## config.mk

```make
export PLATFORM = sky130hd
export DESIGN_NAME = qdecode_ctrl
export DESIGN_NICKNAME = d
export VERILOG_FILES = /design/src/rtl/qdecode_ctrl.sv
export SDC_FILE = /design/constraint.sdc
export NUM_CORES = 1
export LEC_CHECK = 0
export CAP_MARGIN = 15
export CORE_ASPECT_RATIO = 1.5
export CORE_MARGIN = 2
export CORE_UTILIZATION = 49
export DETAILED_ROUTE_END_ITERATION = 10
export PLACE_DENSITY = 0.77
export SYNTH_ARGS = -nofsm -noshare
export SYNTH_HDL_FRONTEND = slang
export SYNTH_SLANG_ARGS = --single-unit
export TNS_END_PERCENT = 5
```

## constraint.sdc

```tcl
create_clock -name clk -period 6.15 [get_ports clk]
set_clock_uncertainty 0.2 [all_clocks]
set_input_delay 1.23 -clock clk [delete_from_list [all_inputs] [get_ports clk]]
set_output_delay 1.23 -clock clk [all_outputs]
set_load 0.01 [all_outputs]
```

## src/rtl/qdecode_ctrl.sv

```systemverilog
// Quadrature encoder front end: synchronises and glitch-filters the raw A/B
// pins, decodes the 4-state quadrature sequence into up/down steps, keeps a
// wrapping or saturating position counter and queues per-step direction
// events for a downstream consumer over a valid/ready handshake.
module qdecode_ctrl #(
  parameter int WIDTH      = 4,
  parameter int FILTER_LEN = 16,
  parameter int FILTER_W   = 5,
  parameter int WRAP       = 1,
  parameter int QDEPTH     = 4
) (
  input  logic             clk,
  input  logic             reset,
  input  logic             enc_a,
  input  logic             enc_b,
  input  logic             enable,
  input  logic             clear,
  input  logic             err_clear,
  output logic [WIDTH-1:0] position,
  output logic             evt_valid,
  output logic             evt_dir,
  input  logic             evt_ready,
  output logic             evt_overflow,
  output logic             err_illegal
);

  localparam int PTR_W = (QDEPTH > 1) ? $clog2(QDEPTH) : 1;
  localparam int CNT_W = PTR_W + 1;
  localparam logic [FILTER_W-1:0] FCNT_LAST = FILTER_W'(FILTER_LEN - 1);
  localparam logic [CNT_W-1:0]    QFULL     = CNT_W'(QDEPTH);

  // Position along the up sequence 00 -> 01 -> 11 -> 10 (Gray to binary).
  function automatic logic [1:0] quad_idx(input logic [1:0] s);
    return {s[1], s[1] ^ s[0]};
  endfunction

  // One position step, either modulo 2^WIDTH or clamped at 0 / max.
  function automatic logic [WIDTH-1:0] step_pos(input logic [WIDTH-1:0] p,
                                                input logic             up);
    logic [WIDTH-1:0] r;
    if (up) begin
      if (WRAP == 0 && p == '1) r = p;
      else                      r = p + 1'b1;
    end else begin
      if (WRAP == 0 && p == '0) r = p;
      else                      r = p - 1'b1;
    end
    return r;
  endfunction

  // Bit 1 carries channel A, bit 0 channel B throughout.
  logic [1:0]                sync1_q, sync1_d;
  logic [1:0]                sync2_q, sync2_d;
  logic [1:0]                filt_q, filt_d;
  logic [1:0][FILTER_W-1:0]  fcnt_q, fcnt_d;
  logic [1:0]                prev_q, prev_d;
  logic [WIDTH-1:0]          pos_q, pos_d;
  logic [QDEPTH-1:0]         mem_q, mem_d;
  logic [PTR_W-1:0]          wr_ptr_q, wr_ptr_d;
  logic [PTR_W-1:0]          rd_ptr_q, rd_ptr_d;
  logic [CNT_W-1:0]          qcnt_q, qcnt_d;
  logic                      ovf_q, ovf_d;
  logic                      ill_q, ill_d;

  logic [1:0] idx_diff;
  logic       step_up;
  logic       step_dn;
  logic       illegal_chg;
  logic       step_qual;
  logic       q_full;
  logic       q_empty;
  logic       pop;
  logic       push_ok;
  logic       drop;

  // Two-flop synchroniser next values for both channels.
  always_comb begin
    sync1_d = {enc_a, enc_b};
    sync2_d = sync1_q;
  end

  // Synchroniser registers.
  always_ff @(posedge clk) begin
    if (reset) begin
      sync1_q <= '0;
      sync2_q <= '0;
    end else begin
      sync1_q <= sync1_d;
      sync2_q <= sync2_d;
    end
  end

  // Per-channel stability filter: accept a new level only after it has
  // disagreed with the filtered value for FILTER_LEN consecutive cycles.
  always_comb begin
    filt_d = filt_q;
    fcnt_d = '0;
    for (int ch = 0; ch < 2; ch++) begin
      if (sync2_q[ch] != filt_q[ch]) begin
        if (fcnt_q[ch] == FCNT_LAST) begin
          filt_d[ch] = sync2_q[ch];
        end else begin
          fcnt_d[ch] = fcnt_q[ch] + 1'b1;
        end
      end
    end
  end

  // Filter registers.
  always_ff @(posedge clk) begin
    if (reset) begin
      filt_q <= '0;
      fcnt_q <= '0;
    end else begin
      filt_q <= filt_d;
      fcnt_q <= fcnt_d;
    end
  end

  // Quadrature FSM state register: the previously seen filtered {A,B}.
  always_ff @(posedge clk) begin
    if (reset) begin
      prev_q <= '0;
    end else begin
      prev_q <= prev_d;
    end
  end

  // Quadrature FSM next state: always follows the filtered pins, even when
  // counting is disabled or the change was illegal.
  always_comb begin
    prev_d = filt_q;
  end

  // Quadrature FSM outputs: classify the transition prev -> current.
  always_comb begin
    idx_diff    = quad_idx(filt_q) - quad_idx(prev_q);
    step_up     = (idx_diff == 2'd1);
    step_dn     = (idx_diff == 2'd3);
    illegal_chg = (idx_diff == 2'd2);
    step_qual   = enable & (step_up | step_dn);
  end

  // Position counter: clear has priority over a coincident step.
  always_comb begin
    pos_d = pos_q;
    if (clear) begin
      pos_d = '0;
    end else if (step_qual) begin
      pos_d = step_pos(pos_q, step_up);
    end
  end

  // Event queue control: a push into a full queue still succeeds when the
  // head is popped in the same cycle; otherwise the event is dropped.
  always_comb begin
    q_full   = (qcnt_q == QFULL);
    q_empty  = (qcnt_q == '0);
    pop      = evt_ready & ~q_empty;
    push_ok  = step_qual & (~q_full | pop);
    drop     = step_qual & q_full & ~pop;
    mem_d    = mem_q;
    wr_ptr_d = wr_ptr_q;
    rd_ptr_d = rd_ptr_q;
    qcnt_d   = qcnt_q;
    if (push_ok) begin
      mem_d[wr_ptr_q] = step_up;
      wr_ptr_d        = wr_ptr_q + 1'b1;
    end
    if (pop) begin
      rd_ptr_d = rd_ptr_q + 1'b1;
    end
    case ({push_ok, pop})
      2'b10:   qcnt_d = qcnt_q + 1'b1;
      2'b01:   qcnt_d = qcnt_q - 1'b1;
      default: qcnt_d = qcnt_q;
    endcase
  end

  // Sticky error flags: a new set event wins over err_clear.
  always_comb begin
    ovf_d = ovf_q;
    ill_d = ill_q;
    if (err_clear) begin
      ovf_d = 1'b0;
      ill_d = 1'b0;
    end
    if (drop) begin
      ovf_d = 1'b1;
    end
    if (illegal_chg) begin
      ill_d = 1'b1;
    end
  end

  // Position, queue and flag registers.
  always_ff @(posedge clk) begin
    if (reset) begin
      pos_q    <= '0;
      mem_q    <= '0;
      wr_ptr_q <= '0;
      rd_ptr_q <= '0;
      qcnt_q   <= '0;
      ovf_q    <= 1'b0;
      ill_q    <= 1'b0;
    end else begin
      pos_q    <= pos_d;
      mem_q    <= mem_d;
      wr_ptr_q <= wr_ptr_d;
      rd_ptr_q <= rd_ptr_d;
      qcnt_q   <= qcnt_d;
      ovf_q    <= ovf_d;
      ill_q    <= ill_d;
    end
  end

  // Head entry is forced low while the queue is empty.
  always_comb begin
    position     = pos_q;
    evt_valid    = ~q_empty;
    evt_dir      = ~q_empty & mem_q[rd_ptr_q];
    evt_overflow = ovf_q;
    err_illegal  = ill_q;
  end

endmodule

```

==> impl_metrics.ini <==
[power_and_ir_drop]
cellPowerDensity_mw_per_mm2 = 218
p_comb_frac = 0.026
p_clk_frac = 0.399
power_frac_seq = 0.575
p_switching_uw = 87.2
leakage_nw = 0.691
sw_frac_of_total = 0.219
intPower_uw = 311
ir_drop_mv = 0.144

[floorplanning]
die_w_um = 50.1
row_count = 25
dieArea_mm2 = 0.00367
ios = 16
dieHeight_um = 73.2
coreArea_mm2 = 0.00310
start_util = 0.505

[synthesis]
avgSynthCellArea_um2 = 9.83
ys_types = 30
syn_nets = 181
ys_seq_area_frac = 0.448
ys_ff_latch = 35
yosysWarnings = 0
syn_inst = 159
synthesis.area_mm2 = 0.00156

[timing]
tightestPinTransition_ns = 0.947
fin_crit_ns = 3.66
slew_violations = 0
max_slew_margin = 0.367
rsz0062_at_grt = no
setup_viol = 0
finalHoldViolCount = 0
fin_crit_sh = 0.595
timing.fmax_mhz = 273
fin_setup_tns_ns = 0
setup_slack_ns = 2.49

[global_route]
grt_first_pass_wirelength_um = 4580
grtUsageTotal = 0.166
grt_overflow = 0
grt_pass1_vias = 1110
antenna_found_initial = 0
grt_max_degree = 28

[clock_network]
cts_tree = built
cts_setup_buffers = 0
cts-resized-gates = 0
insertion_delay_ns = 0.28
cts_sinks = 35
cts_max_level = 2
cts_made_buffers = 5
ctsLongestPathBuffers = 2
cts_hold_buf = 0
clk_pin_slew_ns = 0.07
cts_root_buffer = clkbuf_8

[cells_and_area]
fillCellCount = 282
area_delta_synth_final_pct = 16.9
final_common_cell = dfxtp_1
finalInstanceArea_mm2 = 0.00183
final_nets = 198
drive_gt1_frac = 0.0621
n_antenna_cell = 0
final_cell_mix = dfxtp_1, nor2_1, clkdlybuf4s50_1

[run_status]
outcome = finished, final reports clean

[worst_setup_path]
cpMaxStageDelayCell = or4b_1
worst_ep_required_time_ns = 6.15
reg2reg_slack_ns = 3.09
critPathCaptureType = flip-flop
crit_chain = clkdlybuf4s50_1 -> or4b_1 -> nand2_1 -> ha_1 -> inv_1 -> fa_1 -> xor2_1 -> or3_1 -> a21oi_1
start_kind = input pin
cpLargestDelayFamily = simple AND/OR/NAND/NOR gates
crit_arrival_ns = 3.66
critPathKind = input pin to flip-flop
crit_buf_inv = 2
slowest_delay_ns = 0.60
path_max_fanout = 7

[placed_design]
placement.io_buffers = 15
placed_area_mm2 = 0.00174
dp_hpwl_um = 1900
gp_congestion = 0.850
place_ws_ns = 2.20

[route]
wl_um = 2500
drt_iter0_markers = 5
drc = 0
viasPerCell = 4.96
vias = 1076
firstDrtPassIters = 4
postRouteAntennaNets = 0
wire_per_inst_um = 11.5

[hold_path]
min_path_type = flip-flop to flip-flop

[flow_run]
cap_viol_max_count = 0
-- state kept, by name (all words and copies together) (netlist names) --
name and count:
err_illegal 1, evt_overflow 1, fcnt_q 10, filt_q 2
mem_q 4, position 4, prev_q 2, qcnt_q 3
rd_ptr_q 2, sync1_q 2, sync2_q 2, wr_ptr_q 2
-- kinds of logic (layout without fill, tap and decap cells) --
group / after synthesis / after routing / share of synthesized area
AOI/OAI and AO/OA: 12 / 12 / 0.0536
DFF: 35 / 35 / 0.448
xor gates and xnor gates: 16 / 16 / 0.100
and+or+nand+nor: 58 / 58 / 0.178
muxes: 8 / 8 / 0.0592
adders and majority gates: 14 / 14 / 0.122
buffers and inverters: 16 / 34 / 0.0392
-- cell type report --
type,count,area [um2],share of cell area
Clock buffer,5,68.8,0.0377
Timing Repair Buffer,15,150,0.0822
Sequential cell,35,701,0.384
Tap cell,40,50.0,0.0274
Multi-Input combinational cell,108,801,0.438
Clock inverter,3,15.0,0.00822
Inverter,11,41.3,0.0226
-- per-layer routing --
metal  vias to the layer above  share of wire  wire (um)  track usage
met3                         6          0.025         62       0.0553
li1                        556              -          -            -
met5                         -              0          0            0
met2                        10           0.53       1340        0.297
met4                         0          0.021         53       0.0802
met1                       504           0.42       1050        0.171
-- cells in the mapped netlist (all sizes together) --
library cell  count  share of area
fa                2          0.026
xor3              1          0.016
xnor2             9          0.050
a22oi             1         0.0048
ha               12          0.096
nand3             9          0.029
nor2             27          0.065
a2111oi           1         0.0056
dfxtp            35           0.45
nand2             3         0.0072
nor2b             7          0.028
mux4              1          0.014
inv              11          0.026
nand4             1         0.0040
xor2              6          0.034
buf               1         0.0032
o31a              1         0.0056
a21oi             5          0.016
or4b              1         0.0064
mux2i             7          0.045
and2              1         0.0040
nor3              2         0.0064
clkbuf            4         0.0096
a21o              1         0.0048
and3              2         0.0080
o21ai             1         0.0032
or3               4          0.016
a211oi            1         0.0080
nand2b            1         0.0040
a211o             1         0.0056
-- final timing paths --
path,from,end,depth (start not counted)
worst max-delay path,evt_ready,qcnt_q[2]$_SDFFE_PP0P_,9
worst min-delay path,sync1_q[1]$_SDFF_PP0_,sync2_q[1]$_SDFF_PP0_,1
worst max register to register,filt_q[1]$_SDFFE_PP0P_,qcnt_q[2]$_SDFFE_PP0P_,10
worst min register to register,sync1_q[1]$_SDFF_PP0_,sync2_q[1]$_SDFF_PP0_,1
-- power groups by stage --
stage / logic [mW] / registers [mW] / clock network (mW)
final: 0.0102 / 0.229 / 0.159
after global routing: 0.0114 / 0.229 / 0.173
after CTS: 0.0103 / 0.229 / 0.165
after detailed placement: 0.0103 / 0.234 / 0
after global placement: 0.0100 / 0.234 / 0
after floorplan: 0.00470 / 0.234 / 0
-- stage by stage --
step,cells,power (mW),hold WS [ns],utilization
after floorplan,159,0.239,0.214,-
after global placement,209,0.244,0.226,0.563
after detailed placement,209,0.244,0.228,0.563
after CTS,217,0.404,0.238,0.590
after global routing,217,0.414,0.238,0.590
final,217,0.398,0.231,0.590
No activity file was read; power rests on OpenSTA's default activity.
